`src/rtl/uart_tx_arbiter.sv`:
```
// Round-robin arbiter sharing one uart_tx between NUM_REQ byte producers.
// Define UART_ARB_TIMEOUT_EN to add a per-frame watchdog that aborts a frame with no done pulse.
module uart_tx_arbiter #(
    parameter int unsigned NUM_REQ        = 4,
    parameter int unsigned TIMEOUT_CYCLES = 16384
) (
    input  logic                       i_Clock,
    input  logic                       i_Reset,
    input  logic [NUM_REQ-1:0]         i_Req_Valid,
    input  logic [8*NUM_REQ-1:0]       i_Req_Byte,
    output logic [NUM_REQ-1:0]         o_Req_Ready,
    output logic                       o_Tx_DV,
    output logic [7:0]                 o_Tx_Byte,
    input  logic                       i_Tx_Active,
    input  logic                       i_Tx_Done,
    output logic [$clog2(NUM_REQ)-1:0] o_Grant_Id,
    output logic                       o_Busy,
    output logic                       o_Timeout
);

    localparam int unsigned ID_W = $clog2(NUM_REQ);
    localparam logic [ID_W:0]   NumReqW = (ID_W+1)'(NUM_REQ);
    localparam logic [ID_W-1:0] LastId  = ID_W'(NUM_REQ - 1);

    if (NUM_REQ < 2 || NUM_REQ > 8 || TIMEOUT_CYCLES == 0) begin : g_param_check
        $error("uart_tx_arbiter: NUM_REQ must be 2..8 and TIMEOUT_CYCLES nonzero");
    end

    typedef enum logic [1:0] {
        StIdle     = 2'b00,
        StWaitDone = 2'b01
    } state_e;

    state_e            state_q, state_d;
    logic [ID_W-1:0]   ptr_q, ptr_d;
    logic [ID_W-1:0]   grant_q, grant_d;
    logic              busy_q, busy_d;
    logic              dv_q, dv_d;
    logic [NUM_REQ-1:0] ready_q, ready_d;
    logic [7:0]        byte_q, byte_d;

`ifdef UART_ARB_TIMEOUT_EN
    logic [31:0]       cnt_q, cnt_d;
    logic              timeout_q, timeout_d;
`endif

    logic              found;
    logic [ID_W-1:0]   winner;
    logic [ID_W:0]     sum;
    logic [ID_W-1:0]   cand;
    logic [7:0]        win_byte;
    logic [ID_W-1:0]   ptr_inc;

    // Search pointer, pointer+1, ... with explicit wrap so non-power-of-2 counts work.
    always_comb begin
        found    = 1'b0;
        winner   = '0;
        sum      = '0;
        cand     = '0;
        win_byte = '0;
        for (int i = 0; i < NUM_REQ; i++) begin
            sum = {1'b0, ptr_q} + (ID_W+1)'(i);
            if (sum >= NumReqW) begin
                sum = sum - NumReqW;
            end
            cand = sum[ID_W-1:0];
            for (int k = 0; k < NUM_REQ; k++) begin
                if (!found && i_Req_Valid[k] && (cand == ID_W'(k))) begin
                    found  = 1'b1;
                    winner = cand;
                end
            end
        end
        for (int k = 0; k < NUM_REQ; k++) begin
            if (winner == ID_W'(k)) begin
                win_byte = i_Req_Byte[8*k +: 8];
            end
        end
    end

    assign ptr_inc = (grant_q == LastId) ? '0 : grant_q + 1'b1;

    always_comb begin
        state_d = state_q;
        ptr_d   = ptr_q;
        grant_d = grant_q;
        busy_d  = busy_q;
        byte_d  = byte_q;
        dv_d    = 1'b0;
        ready_d = '0;
`ifdef UART_ARB_TIMEOUT_EN
        cnt_d     = cnt_q;
        timeout_d = 1'b0;
`endif
        case (state_q)
            StIdle: begin
                // Waiting on i_Tx_Active lets a frame begun before reset finish cleanly.
                if (found && !i_Tx_Active) begin
                    byte_d  = win_byte;
                    dv_d    = 1'b1;
                    ready_d = NUM_REQ'(1) << winner;
                    grant_d = winner;
                    busy_d  = 1'b1;
                    state_d = StWaitDone;
`ifdef UART_ARB_TIMEOUT_EN
                    cnt_d   = '0;
`endif
                end
            end
            StWaitDone: begin
                if (i_Tx_Done) begin
                    busy_d  = 1'b0;
                    ptr_d   = ptr_inc;
                    state_d = StIdle;
                end
`ifdef UART_ARB_TIMEOUT_EN
                else if (cnt_q == TIMEOUT_CYCLES - 1) begin
                    timeout_d = 1'b1;
                    busy_d    = 1'b0;
                    ptr_d     = ptr_inc;
                    state_d   = StIdle;
                end else begin
                    cnt_d = cnt_q + 32'd1;
                end
`endif
            end
            default: state_d = StIdle;
        endcase
    end

    always_ff @(posedge i_Clock) begin
        if (i_Reset) begin
            state_q   <= StIdle;
            ptr_q     <= '0;
            grant_q   <= '0;
            busy_q    <= 1'b0;
            dv_q      <= 1'b0;
            ready_q   <= '0;
            byte_q    <= '0;
`ifdef UART_ARB_TIMEOUT_EN
            cnt_q     <= '0;
            timeout_q <= 1'b0;
`endif
        end else begin
            state_q   <= state_d;
            ptr_q     <= ptr_d;
            grant_q   <= grant_d;
            busy_q    <= busy_d;
            dv_q      <= dv_d;
            ready_q   <= ready_d;
            byte_q    <= byte_d;
`ifdef UART_ARB_TIMEOUT_EN
            cnt_q     <= cnt_d;
            timeout_q <= timeout_d;
`endif
        end
    end

    assign o_Req_Ready = ready_q;
    assign o_Tx_DV     = dv_q;
    assign o_Tx_Byte   = byte_q;
    assign o_Grant_Id  = grant_q;
    assign o_Busy      = busy_q;
`ifdef UART_ARB_TIMEOUT_EN
    assign o_Timeout   = timeout_q;
`else
    assign o_Timeout   = 1'b0;
`endif

endmodule

```
`config.mk`:
```
export PLATFORM = sky130hd
export DESIGN_NAME = uart_tx_arbiter
export DESIGN_NICKNAME = d
export VERILOG_FILES = /design/src/rtl/uart_tx_arbiter.sv
export SDC_FILE = /design/constraint.sdc
export NUM_CORES = 1
export LEC_CHECK = 0
export BUFFER_PORTS_ARGS = -buffer_cell sky130_fd_sc_hd__buf_2
export CORE_MARGIN = 1
export CORE_UTILIZATION = 48
export CTS_CLUSTER_SIZE = 25
export DETAILED_ROUTE_END_ITERATION = 16
export PLACE_DENSITY = 0.8
export SLEW_MARGIN = 30
export SYNTH_ARGS = -nofsm -noshare
export SYNTH_HDL_FRONTEND = slang
export SYNTH_SLANG_ARGS = --single-unit
```
`constraint.sdc`:
```
create_clock -name i_Clock -period 3.2 [get_ports i_Clock]
set_input_delay 0.48 -clock i_Clock [delete_from_list [all_inputs] [get_ports i_Clock]]
set_output_delay 0.48 -clock i_Clock [all_outputs]
set_load 0.02 [all_outputs]
```
Word-level counts from Yosys, hierarchy flattened
Index checks and enable logic that the tools add are counted.
{ "classes": {"addsub": 8, "multipliers": 0, "n_div": 0, "reduce_logical": 61, "n_mux": 48, "order_cmp": 4, "n_bitwise": 2, "n_eq_ne": 19, "shift": 1} }
{ "ops": {"columns": ["op", "n"], "rows": [
  ["2-bit two-way mux", 23],
  ["1-bit logical AND", 32],
  ["8-bit two-way mux", 4],
  ["2-bit == test, second input constant", 11],
  ["1-bit two-way mux", 19],
  ["1-bit zero test", 16],
  ["2-bit by 1-bit == test with 1-bit output, second input constant", 6],
  ["2-bit zero test", 6],
  ["3-bit >= comparator, second input constant", 3],
  ["2-bit by 1-bit subtractor with 2-bit output, second input constant", 4],
  ["2-bit by 2-bit adder with 3-bit output, second input constant", 2],
  ["2-bit AND reduction", 3],
  ["2-bit inequality test, second input constant", 2],
  ["2-bit one-hot mux with 2 select lines", 1],
  ["1-bit by 2-bit << shifter with 4-bit output, first input constant", 1],
  ["2-bit by 1-bit adder with 3-bit output, second input constant", 1],
  ["2-bit by 3-bit >= comparator with 1-bit output, second input constant", 1],
  ["3-bit AND reduction", 1],
  ["3-bit OR reduction", 1],
  ["2-bit by 1-bit adder with 2-bit output, second input constant", 1],
  ["1-bit NOT", 2],
  ["1-bit one-hot mux with 2 select lines", 1],
  ["2-bit nonzero test", 1],
  ["2-bit OR reduction", 1]
]} }
{ "totals": {"mem_count": 0, "word_cells": 150, "rom_bits": 0, "latch_bits": 0, "ff_bits": 20, "output_inout_bits": 17, "ramBits": 0, "inputBits": 40} }

Logic depth before layout (Yosys ltp)
{ "depth": {"word_depth": 70, "mapped_depth": 10} }

Worst setup path after synthesis
Ideal clock, no wire load.
{ "synth_timing": {"path_kind": "register to register", "from": "register ptr_q[0]", "to": "register byte_q[5], in the netlist o_Tx_Byte[5]", "required_ps": 3083, "slack_ps": 825, "stages_incl_launch_ff": 9, "setup_ps": 117, "arrival_ps": 2258, "path_cell_list": "dfxtp_1 -> inv_2 -> ha_1 -> a22oi_2 -> nand2_1 -> or2_1 -> a221oi_4 -> nand4_1 -> a32o_2"} }
{ "synth_between": {"elab_chain_len": 70} }
{ "synth_lines": {"columns": ["item", "line", "rtl"], "rows": [
  ["start: declaration", "35", "logic [ID_W-1:0] ptr_q, ptr_d;"],
  ["start signal: assignment", "146", "ptr_q <= ptr_d;"],
  ["2-bit by 3-bit >= comparator with 1-bit output or 2-bit by 1-bit subtractor with 2-bit output (tied branches)", "63, 64", null],
  ["2-bit two-way mux", "63", "if (sum >= NumReqW) begin"],
  ["2-bit zero test", "68", "if (!found && i_Req_Valid[k] && (cand == ID_W'(k))) begin"],
  ["1-bit logical AND", "68", null],
  ["1-bit two-way mux", "68", null],
  ["1-bit zero test", "68", null],
  ["1-bit logical AND (2 in a row)", "68", null],
  ["1-bit two-way mux", "68", null],
  ["(+48 left out)", null, null],
  ["1-bit zero test", "68", null],
  ["1-bit logical AND (2 in a row)", "68", null],
  ["1-bit two-way mux", "68", null],
  ["1-bit zero test", "68", null],
  ["1-bit logical AND (2 in a row)", "68", null],
  ["2-bit two-way mux", "68", null],
  ["2-bit zero test", "75", "if (winner == ID_W'(k)) begin"],
  ["8-bit two-way mux (4 in a row)", "75", null],
  ["end signal: assignment", "151", "byte_q <= byte_d;"],
  ["end: declaration", "40", "logic [7:0] byte_q, byte_d;"]
]} }
Several ways; a longest one is shown, not always the timed one.
A chain may end at the register's enable or synchronous reset.

Worst setup path after layout
{ "layout_timing": {"from": "register ptr_q[1]", "to": "register byte_q[5], in the netlist o_Tx_Byte[5]"} }
The elaborated chain is that of the path after synthesis.

==> impl_metrics.py <==
metrics = {
    "timing": {
        "fin_skew_ns": 0.001447,
        "slew_violations": 0,
        "worstMarginPinSlew_ns": 0.7674,
        "timing.fmax_mhz": 352.5,
        "fin_crit_ns": 2.837,
        "hold_violations": 0,
        "period_share_pct": 88.65,
        "fin_tns_setup_ns": 0,
        "setup_viol": 0,
        "slew_headroom_pct": 48.84,
        "grt_setup_unrepaired": "no",
    },
    "cells_and_area": {
        "drive_above_1_share_pct": 36.71,
        "nets": 255,
        "multi_input_area_um2": 962.2,
        "postLayoutCellArea_um2": 1707,
        "area_delta_synth_final_pct": 21.79,
        "seq_area_um2": 360.3,
        "stdcell_count": 238,
        "nFillCells": 251,
        "diodes": 0,
    },
    "cts": {
        "cts_tree": "done",
        "cts-resized-gates": 0,
        "cts_setup_buffers": 0,
        "ctsHoldBuffers": 0,
        "clk_pin_slew_ns": 0.11,
        "clk_latency_ns": 0.29,
        "cts_buffers": 3,
        "clockRootBuffer": "clkbuf_4",
        "clock_sinks": 18,
        "cts_max_path_buffers": 2,
        "htree_levels": 1,
    },
    "routing": {
        "routed_wl_um": 3907,
        "firstDrtPassIters": 4,
        "vias": 1543,
        "wl_met3_um": 241,
        "drc_errors": 0,
        "routedWlPerCell_um": 16.42,
        "top_layer": "met4",
        "ant_nets": 0,
        "route.met2.wl_um": 1963,
        "met1_length_um": 1638,
        "drt-initial-drc-count": 95,
        "viasPerCell": 6.483,
    },
    "floorplan": {
        "dieArea_um2": 3139,
        "io_pins": 57,
        "dieHeight_um": 56.03,
        "rows": 19,
        "fp.dieW_um": 56.03,
        "core-area_um2": 2758,
        "start_util_pct": 50.82,
    },
    "placement": {
        "hpwlAfterDp_um": 2920,
        "io_buffers": 55,
        "dp.cells": 234,
        "dpl_cell_area_um2": 1670,
        "gp_congestion": 0.9364,
    },
    "global_routing": {
        "grt_pass1_wl_um": 6589,
        "grt_pass1_vias": 1538,
        "grt_max_degree": 19,
        "antenna_found_initial": 0,
        "track_usage_pct": 25.85,
        "grt.overflow.total": 0,
    },
    "critical_path": {
        "crit_type": "flop to flop",
        "critPathCaptureType": "flop",
        "worst-path-buf-inv": 1,
        "critPathArrivalTime_ns": 3.04,
        "critPathTopFamily": "compound AO/OA/AOI/OAI gates",
        "required_ns": 3.40,
        "slowest_delay_ns": 0.65,
        "critPathSlowestCell": "a21o_1",
        "cp-start-kind": "flop",
        "crit_chain": "inv_1, ha_1, a22oi_1, and2_1, a21o_1, mux2i_1, o211ai_1, a32o_2",
        "cp_max_fo": 18,
    },
    "pwr": {
        "p_comb_share_pct": 42.7,
        "pwr_density_cell_nw_per_um2": 409.6,
        "p_seq_share_pct": 36.6,
        "p_switching_mw": 0.2687,
        "cellLeakagePower_nw": 0.7910,
        "vdd_drop_max_v": 0.0002692,
        "switching_share_pct": 38.44,
        "pwr-share-clk_pct": 20.7,
        "intPower_mw": 0.4303,
    },
    "yosys": {
        "syn_area_um2": 1401,
        "yosysUniqueCellTypes": 39,
        "synth_area_leaders": "dfxtp_1, a22oi_1, mux2i_1",
        "yosysTopAreaCellShare_pct": 25.71,
        "synthCells": 155,
        "synth_commonest_cells": "a22oi_1, dfxtp_1, nand3_1, mux2i_1",
        "async_reset_ff_share_pct": 0,
        "avgSynthCellArea_um2": 9.041,
        "yosysSeqAreaShare_pct": 25.71,
        "synth.largest_area_cell": "dfxtp_1",
        "synth-seq-cells": 18,
        "synth_warnings": 0,
        "synth_edf_count": 0,
        "synth-main-ff-cell": "dfxtp_1",
        "syn_nets": 202,
        "synth.most_common_cell": "a22oi_1",
    },
    "run": {
        "maxCapViolCount": 0,
    },
    "run_status": {
        "status": "complete, no violations",
    },
    "worst_hold_path": {
        "min_path_type": "primary input to flop",
    },
}
-- metrics by stage --
step                      power, mW  hold WS (ns)  utilization (%)  worst slack (ns)
final                        0.6990        0.4094            61.89            0.3632
after global routing         0.7399        0.4203            61.89            0.1757
after CTS                    0.6998        0.4065            61.89            0.3692
after detailed placement     0.5560        0.4537            60.57            0.3884
after global placement       0.5430        0.4445            60.57            0.5591
after floorplan              0.4752        0.5491                -            0.8248
-- area by class of cell --
class	instances	share of cell area, %
clock buffers	4	2.126
repair buffers	58	17.45
flip-flops and latches	18	21.11
inverters	3	0.6598
well taps	31	2.273
multi-input cells	124	56.38
-- path summary, 6_finish.rpt --
check,from,end,slack (ns),cells after the start
min,i_Reset,o_Busy$_SDFFE_PP0P_,0.41,2
max reg2reg,ptr_q[1]$_SDFFE_PP0P_,o_Tx_Byte[5]$_SDFFE_PP0P_,0.36,8
max,ptr_q[1]$_SDFFE_PP0P_,o_Tx_Byte[5]$_SDFFE_PP0P_,0.36,8
min reg2reg,o_Tx_Byte[4]$_SDFFE_PP0P_,o_Tx_Byte[4]$_SDFFE_PP0P_,0.47,1
-- worst reg2reg max path: stages (launching register included) --
cell and delay (ns):
dfxtp_1 0.55, inv_1 0.12, ha_1 0.27, a22oi_1 0.25, and2_1 0.26, a21o_1 0.65, mux2i_1 0.26, o211ai_1 0.10
a32o_2 0.28
-- metal layers --
metal | track usage (%) | up-vias
met3 | 3.721 | 10
met5 | 0 | -
li1 | - | 728
met2 | 45.07 | 71
met1 | 31.89 | 734
met4 | 10.10 | 0
-- power by group through the flow --
stage | logic, mW | clock network [mW] | registers [mW]
after global routing | 0.326 | 0.156 | 0.258
after CTS | 0.296 | 0.148 | 0.256
final | 0.298 | 0.145 | 0.256
after floorplan | 0.190 | 0 | 0.285
after detailed placement | 0.295 | 0 | 0.261
after global placement | 0.283 | 0 | 0.260
-- cells by family (layout without fill, tap and decap cells) --
kind of cell | count (synthesis) | in the layout | share of synthesized area [%]
AOI/OAI and AO/OA | 58 | 58 | 37.05
and+or+nand+nor | 48 | 48 | 17.95
DFF | 18 | 18 | 25.71
muxes | 10 | 10 | 7.143
adders and majority gates | 7 | 7 | 6.250
buffers and inverters | 13 | 65 | 5.625
other | 1 | 1 | 0.2676
-- registers in the layout, indices dropped and copies added, names as in the netlist --
| signal | count |
|---|---|
| ptr_q | 2 |
| o_Tx_Byte | 8 |
| o_Req_Ready | 4 |
| o_Tx_DV | 1 |
| o_Busy | 1 |
| o_Grant_Id | 2 |
-- cells in the final DEF, fill, tap and decap left out, types with 2 or more instances in the layout --
cell type	instances
buf_4	3
buf_2	55
a22oi_1	22
mux2i_1	10
inv_2	2
clkbuf_4	3
a21o_1	2
a22oi_2	2
nand2_1	6
o211ai_1	8
ha_1	7
a21oi_1	7
dfxtp_1	18
nand4_1	8
and2_1	2
nor2_1	4
nand3_1	17
a32o_1	7
nor3_1	5
No activity file was read; power rests on OpenSTA's default activity.
